File: src/rtl/regfile_pkg.sv
// Shared register-file constants and write-back source indices.
package regfile_pkg;
    localparam int XLEN     = 32;
    localparam int REG_AW   = 5;
    localparam int NUM_REGS = 2 ** REG_AW;

    localparam int SRC_ALU = 0;
    localparam int SRC_LSU = 1;
    localparam int SRC_CSR = 2;

    // (a + b) mod n for operands already below n; avoids a real divider.
    function automatic int wrap_add(input int a, input int b, input int n);
        int s;
        s = a + b;
        return (s >= n) ? s - n : s;
    endfunction
endpackage

File: src/rtl/regfile_wb_scheduler_if.sv
// Write-back request bundle: N requesters, each with valid/addr/data and a grant back.
interface regfile_wb_scheduler_if
    import regfile_pkg::*;
#(
    parameter int N_REQ = 3,
    parameter int XLEN  = regfile_pkg::XLEN,
    parameter int AW    = regfile_pkg::REG_AW
);
    logic [N_REQ-1:0]      req_valid;
    logic [N_REQ-1:0]      req_ready;
    logic [N_REQ*AW-1:0]   req_addr;
    logic [N_REQ*XLEN-1:0] req_data;

    modport master (output req_valid, output req_addr, output req_data, input req_ready);
    modport slave  (input req_valid, input req_addr, input req_data, output req_ready);
endinterface

File: src/rtl/regfile_wb_scheduler_rr_arbiter.sv
// N-way round-robin arbiter: combinational grant, pointer advances past each winner.
module rr_arbiter
    import regfile_pkg::*;
#(
    parameter  int N  = 3,
    localparam int PW = (N > 1) ? $clog2(N) : 1
) (
    input  logic          clk,
    input  logic          reset,
    input  logic [N-1:0]  i_req,
    output logic [N-1:0]  o_grant,
    output logic [PW-1:0] o_idx,
    output logic          o_any
);
    logic [PW-1:0] r_ptr;
    logic [PW-1:0] w_cand;

    // NOTE: combinational blocks use blocking '=' with every output defaulted
    // first, so the loop reads its own earlier result and no latch is inferred.
    always_comb begin
        o_grant = '0;
        o_idx   = '0;
        o_any   = 1'b0;
        w_cand  = '0;
        if (!reset) begin
            for (int off = 0; off < N; off++) begin
                w_cand = PW'(wrap_add(int'(r_ptr), off, N));
                if (!o_any && i_req[w_cand]) begin
                    o_any = 1'b1;
                    o_idx = w_cand;
                end
            end
        end
        if (o_any) o_grant[o_idx] = 1'b1;
    end

    always_ff @(posedge clk) begin
        if (reset)      r_ptr <= '0;
        else if (o_any) r_ptr <= PW'(wrap_add(int'(o_idx), 1, N));
    end
endmodule

File: src/rtl/regfile_wb_scheduler.sv
// Shares the register-file write port among write-back sources and tracks
// outstanding writes so decode can detect read-after-write hazards.
module regfile_wb_scheduler
    import regfile_pkg::*;
#(
    parameter  int N_REQ = 3,
    parameter  int XLEN  = regfile_pkg::XLEN,
    parameter  int AW    = regfile_pkg::REG_AW,
    localparam int PW    = (N_REQ > 1) ? $clog2(N_REQ) : 1
) (
    input  logic                 clk,
    input  logic                 reset,
    regfile_wb_scheduler_if.slave req_if,
    output logic                 rf_we,
    output logic [AW-1:0]        rf_a3,
    output logic [XLEN-1:0]      rf_wd3,
    input  logic                 iss_valid,
    input  logic [AW-1:0]        iss_rd,
    input  logic [AW-1:0]        chk_a1,
    input  logic [AW-1:0]        chk_a2,
    output logic                 hazard1,
    output logic                 hazard2,
    output logic [2**AW-1:0]     pending
);
    logic [N_REQ-1:0] w_grant;
    logic [PW-1:0]    w_idx;
    logic             w_any;
    logic [AW-1:0]    w_addr;
    logic [XLEN-1:0]  w_data;

    logic             r_we;
    logic [AW-1:0]    r_a3;
    logic [XLEN-1:0]  r_wd3;
    logic [2**AW-1:0] r_pending;
    logic [2**AW-1:0] w_pending_nxt;

    rr_arbiter #(.N(N_REQ)) u_arb (
        .clk     (clk),
        .reset   (reset),
        .i_req   (req_if.req_valid),
        .o_grant (w_grant),
        .o_idx   (w_idx),
        .o_any   (w_any)
    );

    assign req_if.req_ready = w_grant;
    assign w_addr = req_if.req_addr[w_idx*AW +: AW];
    assign w_data = req_if.req_data[w_idx*XLEN +: XLEN];

    // Address-0 writes finish their handshake but never enable the file.
    always_ff @(posedge clk) begin
        if (reset) begin
            r_we  <= 1'b0;
            r_a3  <= '0;
            r_wd3 <= '0;
        end else if (w_any) begin
            r_we  <= (w_addr != '0);
            r_a3  <= w_addr;
            r_wd3 <= w_data;
        end else begin
            r_we  <= 1'b0;
        end
    end

    // Clear first, then set: a fresh producer outranks a retiring write.
    always_comb begin
        w_pending_nxt = r_pending;
        if (r_we) w_pending_nxt[r_a3] = 1'b0;
        if (iss_valid && (iss_rd != '0)) w_pending_nxt[iss_rd] = 1'b1;
        w_pending_nxt[0] = 1'b0;
    end

    // NOTE: the scoreboard is a flop vector, not a RAM, so it takes a full
    // reset; a restart must not inherit stale hazards.
    always_ff @(posedge clk) begin
        if (reset) r_pending <= '0;
        else       r_pending <= w_pending_nxt;
    end

    assign rf_we   = r_we;
    assign rf_a3   = r_a3;
    assign rf_wd3  = r_wd3;
    assign pending = r_pending;
    assign hazard1 = r_pending[chk_a1];
    assign hazard2 = r_pending[chk_a2];
endmodule

File: src/flat_wrapper.sv
// flat-port wrapper written by rule: the top's interface ports become plain ports
module regfile_wb_scheduler_flat import regfile_pkg::*;
#(
    parameter  int N_REQ = 3,
    parameter  int XLEN  = regfile_pkg::XLEN,
    parameter  int AW    = regfile_pkg::REG_AW,
    localparam int PW    = (N_REQ > 1) ? $clog2(N_REQ) : 1
)
  (clk, reset, rf_we, rf_a3, rf_wd3, iss_valid, iss_rd, chk_a1, chk_a2, hazard1, hazard2, pending, req_if_req_valid, req_if_req_addr, req_if_req_data, req_if_req_ready);
  regfile_wb_scheduler_if #(.N_REQ(N_REQ), .XLEN(XLEN), .AW(AW)) req_if_i ();
  input  logic clk;
  input  logic reset;
  output logic rf_we;
  output logic [AW-1:0] rf_a3;
  output logic [XLEN-1:0] rf_wd3;
  input  logic iss_valid;
  input  logic [AW-1:0] iss_rd;
  input  logic [AW-1:0] chk_a1;
  input  logic [AW-1:0] chk_a2;
  output logic hazard1;
  output logic hazard2;
  output logic [2**AW-1:0] pending;
  input wire logic [$bits(req_if_i.req_valid)-1:0] req_if_req_valid;
  input wire logic [$bits(req_if_i.req_addr)-1:0] req_if_req_addr;
  input wire logic [$bits(req_if_i.req_data)-1:0] req_if_req_data;
  output wire logic [$bits(req_if_i.req_ready)-1:0] req_if_req_ready;
  assign req_if_i.req_valid = req_if_req_valid;
  assign req_if_i.req_addr = req_if_req_addr;
  assign req_if_i.req_data = req_if_req_data;
  assign req_if_req_ready = req_if_i.req_ready;
  regfile_wb_scheduler #(.N_REQ(N_REQ), .XLEN(XLEN), .AW(AW)) u_core (.clk(clk), .reset(reset), .req_if(req_if_i), .rf_we(rf_we), .rf_a3(rf_a3), .rf_wd3(rf_wd3), .iss_valid(iss_valid), .iss_rd(iss_rd), .chk_a1(chk_a1), .chk_a2(chk_a2), .hazard1(hazard1), .hazard2(hazard2), .pending(pending));
endmodule
File: config.mk
export PLATFORM = sky130hd
export DESIGN_NAME = regfile_wb_scheduler_flat
export DESIGN_NICKNAME = d
export VERILOG_FILES = /design/src/rtl/regfile_pkg.sv /design/src/rtl/regfile_wb_scheduler_if.sv /design/src/rtl/regfile_wb_scheduler_rr_arbiter.sv /design/src/rtl/regfile_wb_scheduler.sv /design/src/flat_wrapper.sv
export SDC_FILE = /design/constraint.sdc
export NUM_CORES = 1
export LEC_CHECK = 0
export BUFFER_PORTS_ARGS = -buffer_cell sky130_fd_sc_hd__buf_2
export CAP_MARGIN = 20
export CORE_MARGIN = 5
export CORE_UTILIZATION = 46
export DETAILED_ROUTE_END_ITERATION = 6
export PLACE_DENSITY = 0.8
export SLEW_MARGIN = 30
export SYNTH_ARGS = -nofsm -noshare
export SYNTH_HDL_FRONTEND = slang
export SYNTH_HIERARCHICAL = 1
export SYNTH_SLANG_ARGS = --single-unit
File: constraint.sdc
create_clock -name clk -period 3.26 [get_ports clk]
set_input_delay 0.163 -clock clk [delete_from_list [all_inputs] [get_ports clk]]
set_output_delay 0.163 -clock clk [all_outputs]
set_load 0.03 [all_outputs]
==> summary.md, run 1 <==
| Metric | Value |
|---|---|
| Run status | `finished clean` |
| TritonRoute pass-1 iters | `5` |
| Arr. time, crit path | `2.78 ns` |
| #FFs+latches synth | `71` |
| CP max stage delay | `0.39 ns` |
| Port buffer count | `205` |
| FF-to-FF path depth | `10` |
| Area contributors post-synth | `dfxtp_1 (34%), mux2i_1 (14%), a21oi_1 (8.9%)` |
| Max_cap viols | `0` |
| Postcts setup bufs | `0` |
| Placed Cells | `801` |
| Final Critical Period | `2.940 ns` |
| Num CTS Buffers | `9` |
| Pint | `1599 µW` |
| DRC | `0` |
| Sw Ratio | `0.3577` |
| Crit-path slowest cell | `buf_4` |
| Commonest non-fill, non-tap cell in the layout | `buf_2` |
| Row Count | `34` |
| CP required | `3.10 ns` |
| Antenna violation net count after detailed routing | `0` |
| RePlAce Congestion | `0.9226` |
| Die area | `0.01104 mm²` |
| Overall power | `2490 µW` |
| Sequential power share | `0.403` |
| Total area of sequential cells | `0.001421 mm²` |
| Fill count | `781` |
| Most frequent cells in the layout | `buf_2 (205), nor2_1 (84), a21oi_1 (74), dfxtp_1 (71), mux2i_1 (57)` |
| Via count | `4,693` |
| Placed wire-length estimate | `10.93 mm` |
| Worst hold-check path type | `input pin to flip-flop` |
| CTS resizes | `0` |
| Hold Crit Endpoint | `u_core/rf_wd3[20]` |
| Total Wirelength | `14.19 mm` |
| Static Leak | `0.002416 µW` |
| Peak supply drop | `0.2571 mV` |
| Part of the power in the clock network | `0.279` |
| Die Height | `105.1 µm` |
| Area grow syn2layout | `30.20%` |
| Hold_buf cts | `0` |
| WL met3 | `1.353 mm` |
| Met1 WL | `5.225 mm` |
| Total global routing overflow | `0` |
| DP Worst Slack | `0.4485 ns` |
| CP Max Fanout | `22` |
| Wire per inst | `17.36 µm` |
| Clk_lat worst skew | `0.34 ns` |
| Final Non-Filler Cells | `817` |
| Synth cell types | `39` |
| Worst rel slew slack | `0.4750` |
| Die width | `105.1 µm` |
| Post-synth top area share | `0.3418` |
| Fmax | `0.3401 GHz` |
| Final period util | `0.9019` |
| Reg2reg start | `u_core/u_arb/r_ptr[0]` |
| Vias in the first global route | `4,661` |
| Clock Sinks | `71` |
| R2R Setup Slk | `0.43 ns` |
| Share of cells above drive strength 1 | `0.3427` |
| Synth warn | `6` |
| Largest net degree at the start of global routing | `75` |
| CP Launch Type | `flip-flop` |
| Setup tns final | `0 ns` |
| RSZ-0062 raised after global routing | `false` |
| Core footprint | `0.008763 mm²` |
| Clock Path Buffers | `2` |
| Avg Cell Area, Syn | `7.967 µm²` |
| # nets final | `841` |
| Min-delay src | `req_if_req_data[52]` |
| Worst reg2reg path endpoint | `u_core/rf_wd3[28]` |
| Initial antenna violation count | `0` |
| Met2 Routed Length | `7.231 mm` |
| Worst clock skew | `0.006874 ns` |
| PD cells | `459.8 mW/mm²` |
| Global-route wire length before repair | `22.35 mm` |
| Net count after synthesis | `659` |
| Pins over their slew limit | `0` |
| Setup violators final | `0` |
| Worst hold stages | `3` |
| CTS clock-pin slew for the worst setup and hold paths | `0.07 ns` |
| Initial Util | `0.4746` |
| DR vias/cell | `5.744` |
| GRT Overall Usage | `0.2439` |
| Critical path class | `flip-flop to output port` |
| Gate Count Post-Synth | `522` |
| Comb power frac | `0.318` |
| Endpoint class of the critical path | `output port` |
| # IOs | `207` |
| Register area share after synthesis | `0.3418` |
| CTS tree | `yes` |
| Switching power total | `890.7 µW` |
| N_diodes | `0` |
| Multi-input combinational cell area | `0.002551 mm²` |
| Placed cell area | `0.005218 mm²` |
| Top sig layer | `met4` |
| Depth of the CTS H-tree | `3` |
| Root Buffer | `clkbuf_8` |
| Largest area contributor in the netlist | `dfxtp_1` |
| Slew @ Worst Pin | `0.7839 ns` |
| Synthesized area | `0.004159 mm²` |
| Initial DRC count | `212` |
| Fin area | `0.005415 mm²` |
| Final WS setup | `0.3197 ns` |
| Crit-path cells | `inv_1 > ha_1 > and2_1 > nand2b_1 > o31a_1 > nor3b_2 > buf_4 > ha_1 > nor3b_1 > buf_2` |
| Fin. Hold Viols | `0` |
| Cell repeated most along the worst path | `ha_1` |
[layout make-up]
class,count,area share
flip-flops and latches,71,0.2625
repair buffers,211,0.2001
well taps,108,0.02495
clock inverters,6,0.01109
clock buffers,10,0.02542
inverters,7,0.004852
multi-input cells,404,0.4711
[synthesized netlist by cell type]
library cell  instances
nor2b_1               5
o2111ai_1             3
buf_2                 9
a21oi_1              74
a22oi_1               4
and3b_1               3
o21ai_2               1
nand2b_1              6
buf_4                 5
mux2_4                1
a41oi_1               1
nor2_1               85
buf_1                 3
nand4_1               2
o2bb2ai_1             1
o31a_1                1
or3b_2                2
a211oi_1             39
mux4_2                6
nor3_1                2
and2_1                1
nand3_2               1
inv_1                 7
or3_1                 1
ha_1                  5
mux2i_1              57
dfxtp_1              71
nand3_1              10
maj3_1                1
and3_1                2
o21ai_0              31
nor2_2                1
clkbuf_1             23
o211ai_1              4
conb_1                1
nand3b_1              6
nand2_1              39
nor3b_1               7
o21ai_1               1
[cells by family (layout without fill, tap and decap cells)]
| group | count (synthesis) | after routing | share of synthesized area |
|---|---|---|---|
| adder cells (fa/ha/maj) | 6 | 6 | 0.01745 |
| AND/OR/NAND/NOR | 173 | 173 | 0.1898 |
| flip-flops | 71 | 71 | 0.3418 |
| other | 1 | 1 | 0.0009017 |
| AO/OA/AOI/OAI | 160 | 160 | 0.2271 |
| multiplexers | 64 | 64 | 0.1733 |
| buffers and inverters | 47 | 234 | 0.04964 |
[power by group through the flow]
| stage | Sequential (µW) | Clock (µW) | Combinational, µW |
|---|---|---|---|
| 2_1_floorplan | 1140 | 0 | 404 |
| 3_5_place_dp | 1020 | 0 | 787 |
| 3_3_place_gp | 1020 | 0 | 766 |
| 4_1_cts | 1000 | 710 | 789 |
| 6_report | 1000 | 695 | 791 |
| 5_1_grt | 1010 | 742 | 857 |
[metrics by stage]
stage	hold WS, ns	utilization
final	0.1430	0.6179
after CTS	0.1280	0.6179
after global routing	0.1388	0.6179
after floorplan	0.3600	-
after detailed placement	0.4743	0.5954
after global placement	0.4679	0.5948
[critical path, delay by kind of cell (launching register included)]
| kind | cells | cell delay, ns |
|---|---|---|
| AOI/OAI and AO/OA | 1 | 0.12 |
| adders and majority gates | 2 | 0.57 |
| buffers and inverters | 3 | 0.68 |
| DFF | 1 | 0.34 |
| and+or+nand+nor | 4 | 0.72 |
[flip-flops by register name (all words and copies together) (netlist names)]
name,count
u_core/rf_a3,5
u_core/pending,31
u_core/u_arb/r_ptr,2
u_core/rf_wd3,32
u_core/rf_we,1
[per-layer routing]
layer / up-vias / track usage
li1: 2241 / -
met1: 2125 / 0.2743
met2: 298 / 0.4384
met3: 29 / 0.05487
met4: 0 / 0.1059
met5: - / 0
[how the worst max path moves through the flow]
stage | endpoint | cells past startpoint | slack, ns | start
final | req_if_req_ready[2] | 10 | 0.32 | u_core/u_arb/r_ptr[0]
after global routing | req_if_req_ready[2] | 10 | 0.06 | u_core/u_arb/r_ptr[0]
after CTS | req_if_req_ready[2] | 10 | 0.29 | u_core/u_arb/r_ptr[0]
after detailed placement | u_core/rf_wd3[30] | 10 | 0.45 | u_core/u_arb/r_ptr[0]
after global placement | u_core/rf_wd3[19] | 10 | 0.57 | u_core/u_arb/r_ptr[0]
after floorplan | req_if_req_ready[2] | 8 | 0.80 | u_core/u_arb/r_ptr[0]
Note: power is estimated with default switching activity, not from simulation.
==> inputs of run 2 (changes only) <==
--- a/config.mk
+++ b/config.mk
@@ -8,9 +8,10 @@
 export BUFFER_PORTS_ARGS = -buffer_cell sky130_fd_sc_hd__buf_2
 export CAP_MARGIN = 20
 export CORE_MARGIN = 5
-export CORE_UTILIZATION = 46
+export CORE_UTILIZATION = 42
 export DETAILED_ROUTE_END_ITERATION = 6
-export PLACE_DENSITY = 0.8
+export PLACE_DENSITY = 0.77
+export SETUP_SLACK_MARGIN = 0.15
 export SLEW_MARGIN = 30
 export SYNTH_ARGS = -nofsm -noshare
 export SYNTH_HDL_FRONTEND = slang
==> constraint.sdc (replaced) <==
create_clock -name clk -period 2.6 [get_ports clk]
set_input_delay 0.13 -clock clk [delete_from_list [all_inputs] [get_ports clk]]
set_output_delay 0.13 -clock clk [all_outputs]
set_load 0.03 [all_outputs]
==> run 2 against run 1 <==
Worst hold slack got worse by 0.047 ns. Count of clock-buffer cells in the layout is 2 higher. Largest cell class unchanged. Clock skew is 0.0027 ns higher. Sequential power rose by 26%.
==> summary.md, run 2 (synthesis results as in run 1) <==
| Metric | Value |
|---|---|
| CTS tree | `yes` |
| DRC | `0` |
| Clock Path Buffers | `2` |
| Hold Slack | `0.09626 ns` |
| Met1 WL | `5.613 mm` |
| Num CTS Buffers | `9` |
| # nets final | `860` |
| Final Critical Period | `2.430 ns` |
| Pint | `2038 µW` |
| # IOs | `207` |
| Most frequent cells in the layout | `buf_2 (202), nor2_1 (83), a21oi_1 (72), dfxtp_1 (69), mux2i_1 (56)` |
| Placed wire-length estimate | `10.89 mm` |
| Peak supply drop | `0.2709 mV` |
| Hold_buf cts | `0` |
| Area grow syn2layout | `37.76%` |
| N_diodes | `0` |
| CTS clock-pin slew for the worst setup and hold paths | `0.08 ns` |
| CP Launch Type | `flip-flop` |
| CP Max Fanout | `6` |
| Port buffer count | `205` |
| GRT Overall Usage | `0.2399` |
| Core footprint | `0.009729 mm²` |
| Placed Cells | `829` |
| Antenna violation net count after detailed routing | `0` |
| Slew @ Worst Pin | `0.9333 ns` |
| Fin. Hold Viols | `0` |
| CP required | `2.47 ns` |
| TritonRoute pass-1 iters | `5` |
| Clock Sinks | `71` |
| Initial DRC count | `323` |
| Crit-path slowest cell | `dfxtp_4` |
| Worst rel slew slack | `0.3765` |
| Critical path class | `flip-flop to output port` |
| Worst clock skew | `0.009566 ns` |
| Die width | `109.5 µm` |
| WL met3 | `1.203 mm` |
| Clk_lat worst skew | `0.35 ns` |
| Total global routing overflow | `0` |
| Run status | `finished clean` |
| Root Buffer | `clkbuf_8` |
| Final period util | `0.9346` |
| Die area | `0.01199 mm²` |
| Worst hold-check path type | `input pin to flip-flop` |
| Total Wirelength | `14.71 mm` |
| Share of cells above drive strength 1 | `0.3846` |
| Part of the power in the clock network | `0.267` |
| Endpoint class of the critical path | `output port` |
| Max reg flops | `32` |
| RePlAce Congestion | `0.8753` |
| PD cells | `560.8 mW/mm²` |
| Via count | `4,744` |
| Wire per inst | `17.08 µm` |
| Initial Util | `0.4275` |
| Delay-heaviest family, CP | `simple AND/OR/NAND/NOR gates` |
| Global-route wire length before repair | `22.63 mm` |
| Arr. time, crit path | `2.30 ns` |
| Initial antenna violation count | `0` |
| Setup violators final | `0` |
| Final Non-Filler Cells | `861` |
| CP max stage delay | `0.38 ns` |
| DR vias/cell | `5.510` |
| RSZ-0062 raised after global routing | `true` |
| Row Count | `36` |
| Top sig layer | `met4` |
| Commonest non-fill, non-tap cell in the layout | `buf_2` |
| Static Leak | `0.002536 µW` |
| Max_cap viols | `0` |
| Fmax | `0.4115 GHz` |
| Sequential power share | `0.392` |
| Sw Ratio | `0.3659` |
| WP buf/inv | `3` |
| Largest net degree at the start of global routing | `75` |
| Depth of the CTS H-tree | `3` |
| Vias in the first global route | `4,637` |
| Crit-path cells | `inv_1 > ha_2 > and2_4 > nand2b_1 > o31a_1 > nor3b_4 > buf_6 > ha_1 > nor3b_2 > buf_4` |
| Met2 Routed Length | `7.431 mm` |
| Comb power frac | `0.341` |
| Die Height | `109.5 µm` |
| Pins over their slew limit | `0` |
| Switching power total | `1176 µW` |
run 2: power by group through the flow:
stage	registers, µW	clock network, µW	logic, µW
after floorplan	1430	0	507
after global placement	1280	0	973
after detailed placement	1280	0	994
after CTS	1260	880	1050
after global routing	1280	921	1180
final	1260	858	1100
run 2: metal layers:
metal | vias to the layer above | global-route usage
met3 | 35 | 0.05402
met4 | 0 | 0.1229
met5 | - | 0
met1 | 2177 | 0.2683
li1 | 2271 | -
met2 | 261 | 0.4246
run 2: what timing repair did:
action	CTS	global route
pin swaps	3	1
gates resized for setup	14	17
gates cloned	1	0
setup endpoints to repair	41	41
setup buffers	9	6
run 2: tightest hold or removal path: stages:
cell and delay (ns):
buf_2 0.09, a21oi_1 0.11, a211oi_1 0.07
run 2: through the flow:
step	area (µm²)	total power (µW)	util	TNS [ns]	worst slack, ns
after floorplan	4159	1935	-	0	0.1736
after global placement	5279	2249	0.5426	0	0.03814
after detailed placement	5279	2274	0.5426	-0.3942	-0.08505
after CTS	5629	3190	0.5786	0	0.1583
after global routing	5729	3377	0.5889	0	0.04121
final	5729	3213	0.5889	0	0.1701
run 2: area by class of cell:
class / count / area, µm²
clock buffer: 12 / 165.2
multi-input combinational: 404 / 2629
fill: 911 / 4000
tap: 133 / 166.4
inverter: 7 / 26.28
timing repair buffer: 230 / 1287
sequential: 71 / 1426
clock inverter: 4 / 28.78
run 2: worst paths after layout:
check / end / depth (start not counted) / slack (ns) / from
setup / recovery: req_if_req_ready[2] / 10 / 0.17 / u_core/u_arb/r_ptr[1]
hold / removal: u_core/rf_wd3[27] / 3 / 0.1 / req_if_req_data[59]
setup reg to reg: u_core/rf_wd3[22] / 12 / 0.17 / u_core/u_arb/r_ptr[1]
hold reg to reg: u_core/rf_wd3[0] / 2 / 0.49 / u_core/rf_wd3[0]
